**src/rtl/receiver_regmap_mc_if.sv**
```systemverilog
// AXI-lite bundle (32-bit data) for the receiver register map.
interface receiver_regmap_mc_if #(
  parameter int ADDRESS_WIDTH = 11
);
  logic                     awvalid, awready;
  logic [ADDRESS_WIDTH-1:0] awaddr;
  logic                     wvalid, wready;
  logic [31:0]              wdata;
  logic [3:0]               wstrb;
  logic                     bvalid, bready;
  logic [1:0]               bresp;
  logic                     arvalid, arready;
  logic [ADDRESS_WIDTH-1:0] araddr;
  logic                     rvalid, rready;
  logic [31:0]              rdata;
  logic [1:0]               rresp;

  modport master (
    output awvalid, awaddr, wvalid, wdata, wstrb, bready, arvalid, araddr, rready,
    input  awready, wready, bvalid, bresp, arready, rvalid, rdata, rresp
  );

  modport slave (
    input  awvalid, awaddr, wvalid, wdata, wstrb, bready, arvalid, araddr, rready,
    output awready, wready, bvalid, bresp, arready, rvalid, rdata, rresp
  );
endinterface

```
**src/rtl/receiver_regmap_mc.sv**
```systemverilog
// Multi-channel receiver status/control register map on an AXI-lite slave.
// Per-channel sync counters and IRQ status bits live in receiver_regmap_mc_ch.
module receiver_regmap_mc_ch #(
  parameter int CNT_WIDTH = 16
) (
  input  logic                 clk_i,
  input  logic                 reset_ni,
  input  logic                 sync_event,
  input  logic                 cnt_clr,
  input  logic                 st_clr,
  output logic [CNT_WIDTH-1:0] cnt,
  output logic                 st
);
  // a sync event wins over a same-cycle clear in both the counter and the status bit
  always_ff @(posedge clk_i or negedge reset_ni) begin
    if (!reset_ni) begin
      cnt <= '0;
      st  <= 1'b0;
    end else begin
      if (cnt_clr)                       cnt <= sync_event ? CNT_WIDTH'(1) : '0;
      else if (sync_event && cnt != '1)  cnt <= cnt + 1'b1;
      if (sync_event)   st <= 1'b1;
      else if (st_clr)  st <= 1'b0;
    end
  end
endmodule

module receiver_regmap_mc #(
  parameter logic [31:0] ID            = 32'd0,
  parameter int          ADDRESS_WIDTH = 11,
  parameter int          N_CH          = 2,
  parameter int          CNT_WIDTH     = 16,
  localparam int         N_id_MAX      = 1007,
  localparam int         NID_W         = $clog2(N_id_MAX)
) (
  input  logic                    clk_i,
  input  logic                    reset_ni,
  receiver_regmap_mc_if.slave     s_axi_if,
  input  logic [2*N_CH-1:0]       fs_state_i,
  input  logic [2*N_CH-1:0]       N_id_2_i,
  input  logic [NID_W*N_CH-1:0]   N_id_i,
  input  logic [N_CH-1:0]         sync_event_i,
  output logic [31:0]             ctrl_o,
  output logic                    irq_o
);
  localparam int WA = ADDRESS_WIDTH - 2;
  typedef logic [WA-1:0] word_t;

  localparam logic [31:0] VERSION = 32'h0005_0000;
  localparam logic [31:0] MAGIC   = 32'h5258_7E7E;

  typedef enum logic [1:0] {R_RST, R_IDLE, R_CAPT, R_DATA} rd_st_t;
  typedef enum logic [2:0] {W_RST, W_IDLE, W_AW, W_W, W_BOTH, W_RESP} wr_st_t;

  rd_st_t rd_q, rd_d;
  wr_st_t wr_q, wr_d;
  logic   rd_cap, wr_en;

  word_t       ar_word_q, aw_word_q;
  logic [31:0] wdata_q, rdata_q, rd_mux;
  logic [31:0] scratch_q, ctrl_q;
  logic [N_CH-1:0] mask_q, irq_st, cnt_clr, w1c;
  logic [N_CH-1:0][CNT_WIDTH-1:0] cnt;

  // ---------------- read FSM ----------------
  always_ff @(posedge clk_i or negedge reset_ni) begin
    if (!reset_ni) rd_q <= R_RST;
    else           rd_q <= rd_d;
  end

  always_comb begin
    rd_d = rd_q;
    case (rd_q)
      R_RST:  rd_d = R_IDLE;
      R_IDLE: if (s_axi_if.arvalid) rd_d = R_CAPT;
      R_CAPT: rd_d = R_DATA;
      R_DATA: if (s_axi_if.rready) rd_d = R_IDLE;
      default: rd_d = R_RST;
    endcase
  end

  always_comb begin
    s_axi_if.arready = (rd_q == R_IDLE);
    s_axi_if.rvalid  = (rd_q == R_DATA);
    rd_cap           = (rd_q == R_CAPT);
  end

  // ---------------- write FSM ----------------
  always_ff @(posedge clk_i or negedge reset_ni) begin
    if (!reset_ni) wr_q <= W_RST;
    else           wr_q <= wr_d;
  end

  always_comb begin
    wr_d = wr_q;
    case (wr_q)
      W_RST:  wr_d = W_IDLE;
      W_IDLE: begin
        if (s_axi_if.awvalid && s_axi_if.wvalid) wr_d = W_BOTH;
        else if (s_axi_if.awvalid)               wr_d = W_AW;
        else if (s_axi_if.wvalid)                wr_d = W_W;
      end
      W_AW:   if (s_axi_if.wvalid)  wr_d = W_BOTH;
      W_W:    if (s_axi_if.awvalid) wr_d = W_BOTH;
      W_BOTH: wr_d = W_RESP;
      W_RESP: if (s_axi_if.bready) wr_d = W_IDLE;
      default: wr_d = W_RST;
    endcase
  end

  always_comb begin
    s_axi_if.awready = (wr_q == W_IDLE) || (wr_q == W_W);
    s_axi_if.wready  = (wr_q == W_IDLE) || (wr_q == W_AW);
    s_axi_if.bvalid  = (wr_q == W_RESP);
    wr_en            = (wr_q == W_BOTH);
  end

  assign s_axi_if.bresp = 2'b00;
  assign s_axi_if.rresp = 2'b00;
  assign s_axi_if.rdata = rdata_q;

  // ---------------- address / data capture ----------------
  always_ff @(posedge clk_i or negedge reset_ni) begin
    if (!reset_ni) begin
      ar_word_q <= '0;
      aw_word_q <= '0;
      wdata_q   <= '0;
      rdata_q   <= '0;
    end else begin
      if (s_axi_if.arvalid && s_axi_if.arready) ar_word_q <= s_axi_if.araddr[ADDRESS_WIDTH-1:2];
      if (s_axi_if.awvalid && s_axi_if.awready) aw_word_q <= s_axi_if.awaddr[ADDRESS_WIDTH-1:2];
      if (s_axi_if.wvalid  && s_axi_if.wready)  wdata_q   <= s_axi_if.wdata;
      if (rd_cap)                               rdata_q   <= rd_mux;
    end
  end

  // ---------------- RW registers ----------------
  always_ff @(posedge clk_i or negedge reset_ni) begin
    if (!reset_ni) begin
      scratch_q <= '0;
      ctrl_q    <= '0;
      mask_q    <= '0;
      ctrl_o    <= '0;
      irq_o     <= 1'b0;
    end else begin
      if (wr_en) begin
        case (aw_word_q)
          word_t'(4): scratch_q <= wdata_q;
          word_t'(5): ctrl_q    <= wdata_q;
          word_t'(6): mask_q    <= wdata_q[N_CH-1:0];
          default: ;
        endcase
      end
      ctrl_o <= ctrl_q;
      irq_o  <= |(irq_st & mask_q);
    end
  end

  assign w1c = (wr_en && aw_word_q == word_t'(7)) ? wdata_q[N_CH-1:0] : '0;

  // ---------------- per-channel state ----------------
  for (genvar c = 0; c < N_CH; c++) begin : g_ch
    assign cnt_clr[c] = rd_cap && (ar_word_q == word_t'(16 + 4*c + 3));

    receiver_regmap_mc_ch #(.CNT_WIDTH(CNT_WIDTH)) u_ch (
      .clk_i      (clk_i),
      .reset_ni   (reset_ni),
      .sync_event (sync_event_i[c]),
      .cnt_clr    (cnt_clr[c]),
      .st_clr     (w1c[c]),
      .cnt        (cnt[c]),
      .st         (irq_st[c])
    );
  end

  // ---------------- read mux ----------------
  // channel c occupies words 0x10+4c .. 0x13+4c; anything unmatched reads 0
  always_comb begin
    rd_mux = '0;
    case (ar_word_q)
      word_t'(0): rd_mux = VERSION;
      word_t'(1): rd_mux = ID;
      word_t'(2): rd_mux = 32'(N_CH);
      word_t'(3): rd_mux = MAGIC;
      word_t'(4): rd_mux = scratch_q;
      word_t'(5): rd_mux = ctrl_q;
      word_t'(6): rd_mux = 32'(mask_q);
      word_t'(7): rd_mux = 32'(irq_st);
      default: ;
    endcase
    for (int c = 0; c < N_CH; c++) begin
      if (ar_word_q == word_t'(16 + 4*c))     rd_mux = 32'(fs_state_i[2*c +: 2]);
      if (ar_word_q == word_t'(16 + 4*c + 1)) rd_mux = 32'(N_id_2_i[2*c +: 2]);
      if (ar_word_q == word_t'(16 + 4*c + 2)) rd_mux = 32'(N_id_i[NID_W*c +: NID_W]);
      if (ar_word_q == word_t'(16 + 4*c + 3)) rd_mux = 32'(cnt[c]);
    end
  end

  logic unused_ok;
  assign unused_ok = ^{s_axi_if.wstrb, s_axi_if.awaddr[1:0], s_axi_if.araddr[1:0]};
endmodule

```
**src/flat_wrapper.sv**
```systemverilog
// flat-port wrapper written by rule: the top's interface ports become plain ports
module receiver_regmap_mc_flat 
#(
  parameter logic [31:0] ID            = 32'd0,
  parameter int          ADDRESS_WIDTH = 11,
  parameter int          N_CH          = 2,
  parameter int          CNT_WIDTH     = 16,
  localparam int         N_id_MAX      = 1007,
  localparam int         NID_W         = $clog2(N_id_MAX)
)
  (clk_i, reset_ni, fs_state_i, N_id_2_i, N_id_i, sync_event_i, ctrl_o, irq_o, s_axi_if_awvalid, s_axi_if_awaddr, s_axi_if_wvalid, s_axi_if_wdata, s_axi_if_wstrb, s_axi_if_bready, s_axi_if_arvalid, s_axi_if_araddr, s_axi_if_rready, s_axi_if_awready, s_axi_if_wready, s_axi_if_bvalid, s_axi_if_bresp, s_axi_if_arready, s_axi_if_rvalid, s_axi_if_rdata, s_axi_if_rresp);
  receiver_regmap_mc_if #(.ADDRESS_WIDTH(ADDRESS_WIDTH)) s_axi_if_i ();
  input  logic clk_i;
  input  logic reset_ni;
  input  logic [2*N_CH-1:0] fs_state_i;
  input  logic [2*N_CH-1:0] N_id_2_i;
  input  logic [NID_W*N_CH-1:0] N_id_i;
  input  logic [N_CH-1:0] sync_event_i;
  output logic [31:0] ctrl_o;
  output logic irq_o;
  input wire logic [$bits(s_axi_if_i.awvalid)-1:0] s_axi_if_awvalid;
  input wire logic [$bits(s_axi_if_i.awaddr)-1:0] s_axi_if_awaddr;
  input wire logic [$bits(s_axi_if_i.wvalid)-1:0] s_axi_if_wvalid;
  input wire logic [$bits(s_axi_if_i.wdata)-1:0] s_axi_if_wdata;
  input wire logic [$bits(s_axi_if_i.wstrb)-1:0] s_axi_if_wstrb;
  input wire logic [$bits(s_axi_if_i.bready)-1:0] s_axi_if_bready;
  input wire logic [$bits(s_axi_if_i.arvalid)-1:0] s_axi_if_arvalid;
  input wire logic [$bits(s_axi_if_i.araddr)-1:0] s_axi_if_araddr;
  input wire logic [$bits(s_axi_if_i.rready)-1:0] s_axi_if_rready;
  output wire logic [$bits(s_axi_if_i.awready)-1:0] s_axi_if_awready;
  output wire logic [$bits(s_axi_if_i.wready)-1:0] s_axi_if_wready;
  output wire logic [$bits(s_axi_if_i.bvalid)-1:0] s_axi_if_bvalid;
  output wire logic [$bits(s_axi_if_i.bresp)-1:0] s_axi_if_bresp;
  output wire logic [$bits(s_axi_if_i.arready)-1:0] s_axi_if_arready;
  output wire logic [$bits(s_axi_if_i.rvalid)-1:0] s_axi_if_rvalid;
  output wire logic [$bits(s_axi_if_i.rdata)-1:0] s_axi_if_rdata;
  output wire logic [$bits(s_axi_if_i.rresp)-1:0] s_axi_if_rresp;
  assign s_axi_if_i.awvalid = s_axi_if_awvalid;
  assign s_axi_if_i.awaddr = s_axi_if_awaddr;
  assign s_axi_if_i.wvalid = s_axi_if_wvalid;
  assign s_axi_if_i.wdata = s_axi_if_wdata;
  assign s_axi_if_i.wstrb = s_axi_if_wstrb;
  assign s_axi_if_i.bready = s_axi_if_bready;
  assign s_axi_if_i.arvalid = s_axi_if_arvalid;
  assign s_axi_if_i.araddr = s_axi_if_araddr;
  assign s_axi_if_i.rready = s_axi_if_rready;
  assign s_axi_if_awready = s_axi_if_i.awready;
  assign s_axi_if_wready = s_axi_if_i.wready;
  assign s_axi_if_bvalid = s_axi_if_i.bvalid;
  assign s_axi_if_bresp = s_axi_if_i.bresp;
  assign s_axi_if_arready = s_axi_if_i.arready;
  assign s_axi_if_rvalid = s_axi_if_i.rvalid;
  assign s_axi_if_rdata = s_axi_if_i.rdata;
  assign s_axi_if_rresp = s_axi_if_i.rresp;
  receiver_regmap_mc #(.ID(ID), .ADDRESS_WIDTH(ADDRESS_WIDTH), .N_CH(N_CH), .CNT_WIDTH(CNT_WIDTH)) u_core (.clk_i(clk_i), .reset_ni(reset_ni), .s_axi_if(s_axi_if_i), .fs_state_i(fs_state_i), .N_id_2_i(N_id_2_i), .N_id_i(N_id_i), .sync_event_i(sync_event_i), .ctrl_o(ctrl_o), .irq_o(irq_o));
endmodule
```
**config.mk**
```make
export PLATFORM = sky130hd
export DESIGN_NAME = receiver_regmap_mc_flat
export DESIGN_NICKNAME = d
export VERILOG_FILES = /design/src/rtl/receiver_regmap_mc_if.sv /design/src/rtl/receiver_regmap_mc.sv /design/src/flat_wrapper.sv
export SDC_FILE = /design/constraint.sdc
export NUM_CORES = 1
export LEC_CHECK = 0
export CORE_ASPECT_RATIO = 0.8
export CORE_MARGIN = 1
export CORE_UTILIZATION = 35
export DETAILED_ROUTE_END_ITERATION = 16
export GPL_TIMING_DRIVEN = 0
export PLACE_DENSITY = 0.61
export RECOVER_POWER = 100
export SYNTH_ARGS = -nofsm -noshare
export SYNTH_HDL_FRONTEND = slang
export SYNTH_SLANG_ARGS = --single-unit
```
**constraint.sdc**
```tcl
create_clock -name clk_i -period 3.3 [get_ports clk_i]
set_clock_uncertainty 0.2 [all_clocks]
set_input_delay 0.66 -clock clk_i [delete_from_list [all_inputs] [get_ports clk_i]]
set_output_delay 0.66 -clock clk_i [all_outputs]
set_load 0.01 [all_outputs]
```
==> flow_summary.json <==
{
  "reg2reg_depth": 7,
  "grt_max_degree": 112,
  "drv_slew": 112,
  "slew_headroom_pct": -1.908,
  "vias_per_cell": 5.343,
  "synthArstFlopShare_pct": 100.0,
  "p_leak_nw": 5.723,
  "cts_setup_buffers": 0,
  "synthCells": 813,
  "ios": 169,
  "path_max_fanout": 9,
  "cts_buffers": 24,
  "post-route-min-period_ns": 2.918,
  "clkTransAtPathRegs_ns": 0.06,
  "final_util_pct": 45.83,
  "finalPower_mw": 8.962,
  "synth-main-ff-cell": "dfrtp_1",
  "die_area_sq_um": 29220,
  "ys_warn_count": 0,
  "antenna_found_initial": 0,
  "violations": "capacitance limit, slew limit",
  "ys_seq_elements": 220,
  "grt_use_total_pct": 19.33,
  "fin_nets": 1099,
  "clkSinkCount": 220,
  "r2r_slack_ns": 0.40,
  "first_pass_iters": 5,
  "min_path_cells": 0,
  "cts_resized": 0,
  "grt_pass1_wl_um": 43330,
  "powerDensity_nw_per_um2": 707.5,
  "synth_cell_types": 66,
  "setup_viol": 0,
  "postCtsHoldBufs": 0,
  "max_freq_mhz": 342.7,
  "vias": 7352,
  "drv_cap": 1,
  "hold_class": "flip-flop to flip-flop",
  "tritoncts": "built",
  "synth-adder-area-share_pct": 0.7518,
  "drive_above_1_share_pct": 17.39,
  "wl_per_cell_um": 20.32,
  "cts_buffer_depth": 3,
  "root_buffer": "clkbuf_16",
  "coreArea_sq_um": 27630,
  "syn2layout_area_growth_pct": 26.84,
  "finalCritPeriodShare_pct": 88.42,
  "synth_xor_area_share_pct": 2.105,
  "insertedDiodeCount": 0,
  "synth_compound_area_share_pct": 11.60,
  "postRouteWirelength_um": 27960,
  "synth_top_family_by_area": "multiplexers",
  "ant_nets": 0,
  "first_iter_violations": 500,
  "chipHeight_um": 153.1,
  "avgSynthCellArea_sq_um": 12.28,
  "status": "complete, but fails checks",
  "synthSimpleGateAreaFrac_pct": 11.18,
  "drc": 0,
  "start_kind": "flip-flop",
  "critPathRequiredTime_ns": 2.44,
  "die_w_um": 190.9,
  "first_global_vias": 7222,
  "start_util_pct": 36.14,
  "synth_top_area_share_pct": 55.13,
  "crit_type": "flip-flop to output port",
  "finalHoldViolCount": 0,
  "peakVddDrop_mv": 0.4008,
  "gp_congestion": 0.8772,
  "max_slew.worst_pin.slew_ns": 1.529,
  "clkLatencyLatePin_ns": 0.53,
  "muxShareOfSynthArea_pct": 15.64,
  "synth_common_cells": "220 x dfrtp_1, 97 x mux2_2, 54 x nor2_1",
  "crit_arrival_ns": 2.06,
  "rsz0062_at_grt": "no",
  "io_buffer_count": 155,
  "ys_top_cells_by_area": "dfrtp_1 55%, mux2_2 11%, mux2_1 2.6%",
  "synth_area_sq_um": 9986,
  "rows": 54,
  "dp_hpwl_um": 20200,
  "synth_area_leader_cell": "dfrtp_1",
  "synth.most_common_cell": "dfrtp_1",
  "grt_overflow": 0,
  "ys_seq_area_share_pct": 55.13,
  "crit_path_end_kind": "output port",
  "synth_edf_count": 0,
  "htree_levels": 1
}
==> worst max-delay path, stage by stage (launching register included) <==
cell,delay (ns)
dfrtp_1,0.31
clkbuf_1,0.29
nor2b_1,0.29
dlygate4sd3_1,0.65
==> through the flow <==
stage               hold WS [ns]   TNS, ns  cell area, sq um  setup WS (ns)  std cells
global route              0.2201         0             12670         0.2326       1376
CTS                      0.04801         0             12780         0.4883       1376
detailed placement        0.1911         0             12040         0.6550       1336
finish                    0.1972         0             12670         0.3822       1376
global placement          0.1847  -1833.23             12000         -8.354       1335
floorplan                 0.1644         0              9997          1.238        816
==> path summary, 6_finish.rpt <==
path                                     start                     endpoint
max                             u_core.wr_q[0]             s_axi_if_awready
min                          u_core.ctrl_q[14]            u_core.ctrl_o[14]
max reg2reg                u_core.ar_word_q[4]    u_core.s_axi_if.rdata[27]
min reg2reg                  u_core.ctrl_q[14]            u_core.ctrl_o[14]
max in group asynchronous             reset_ni  u_core.g_ch[1].u_ch.cnt[10]
min in group asynchronous             reset_ni               u_core.wr_q[2]
==> per-layer routing <==
layer / up-vias / global-route usage [%] / wire [um]
met5: - / 0 / 0
met4: 0 / 5.752 / 809
met3: 47 / 3.100 / 1667
met2: 239 / 27.57 / 11970
met1: 3732 / 29.74 / 13510
li1: 3334 / - / -
==> final cells by class <==
cell class	count	area, sq um
fill	2555	14970
sequential	220	5505
multi-input combinational	535	4084
timing repair buffer	156	1560
clock buffer	35	681.9
tap	364	455.4
buffer	49	269.0
clock inverter	5	65.06
inverter	12	45.04
==> power by group <==
part | switching (mW) | internal, mW
Combinational | 1.45 | 1.18
Sequential | 0.479 | 3.26
Clock | 1.10 | 1.51
Total | 3.02 | 5.94
==> cell families (layout without fill, tap and decap cells) <==
logic type	after synthesis	after routing
buffers and inverters	61	257
muxes	141	141
and+or+nand+nor	197	197
DFF	220	220
AOI/OAI and AO/OA	163	163
adders and majority gates	6	6
other	1	4
xor gates and xnor gates	24	24
==> placed cells by master, fill, tap and decap left out, types with 10 or more instances in the layout <==
cell type        netlist  routed
a21oi_1               34      34
mux2_2                97      97
clkbuf_16              0      24
o21ai_0               25      27
o2bb2ai_1             16      16
clkdlybuf4s50_1        0      83
a22oi_1               20      20
nor2_1                54      55
nor3_1                 8      10
buf_2                 17      12
nand2_1               38      38
dlygate4sd3_1          0      71
xnor2_1               14      14
dfrtp_1              220     220
mux2_1                23      23
and3_1                12      12
clkbuf_1              14      28
a221oi_1              10      10
xor2_1                10      10
inv_1                 12      12
nand3_1               13      15
mux2i_1               21      21
and2_1                10      10
==> registers in the layout (all words and copies together) (netlist names) <==
register	flops
u_core.irq_o	1
u_core.wr_q	3
u_core.g_ch.u_ch.cnt	32
u_core.ctrl_o	32
u_core.scratch_q	32
u_core.s_axi_if.rdata	32
u_core.wdata_q	32
u_core.ar_word_q	9
u_core.rd_q	2
u_core.mask_q	2
u_core.aw_word_q	9
u_core.g_ch.u_ch.st	2
u_core.ctrl_q	32
Note: power is estimated with default switching activity, not from simulation.
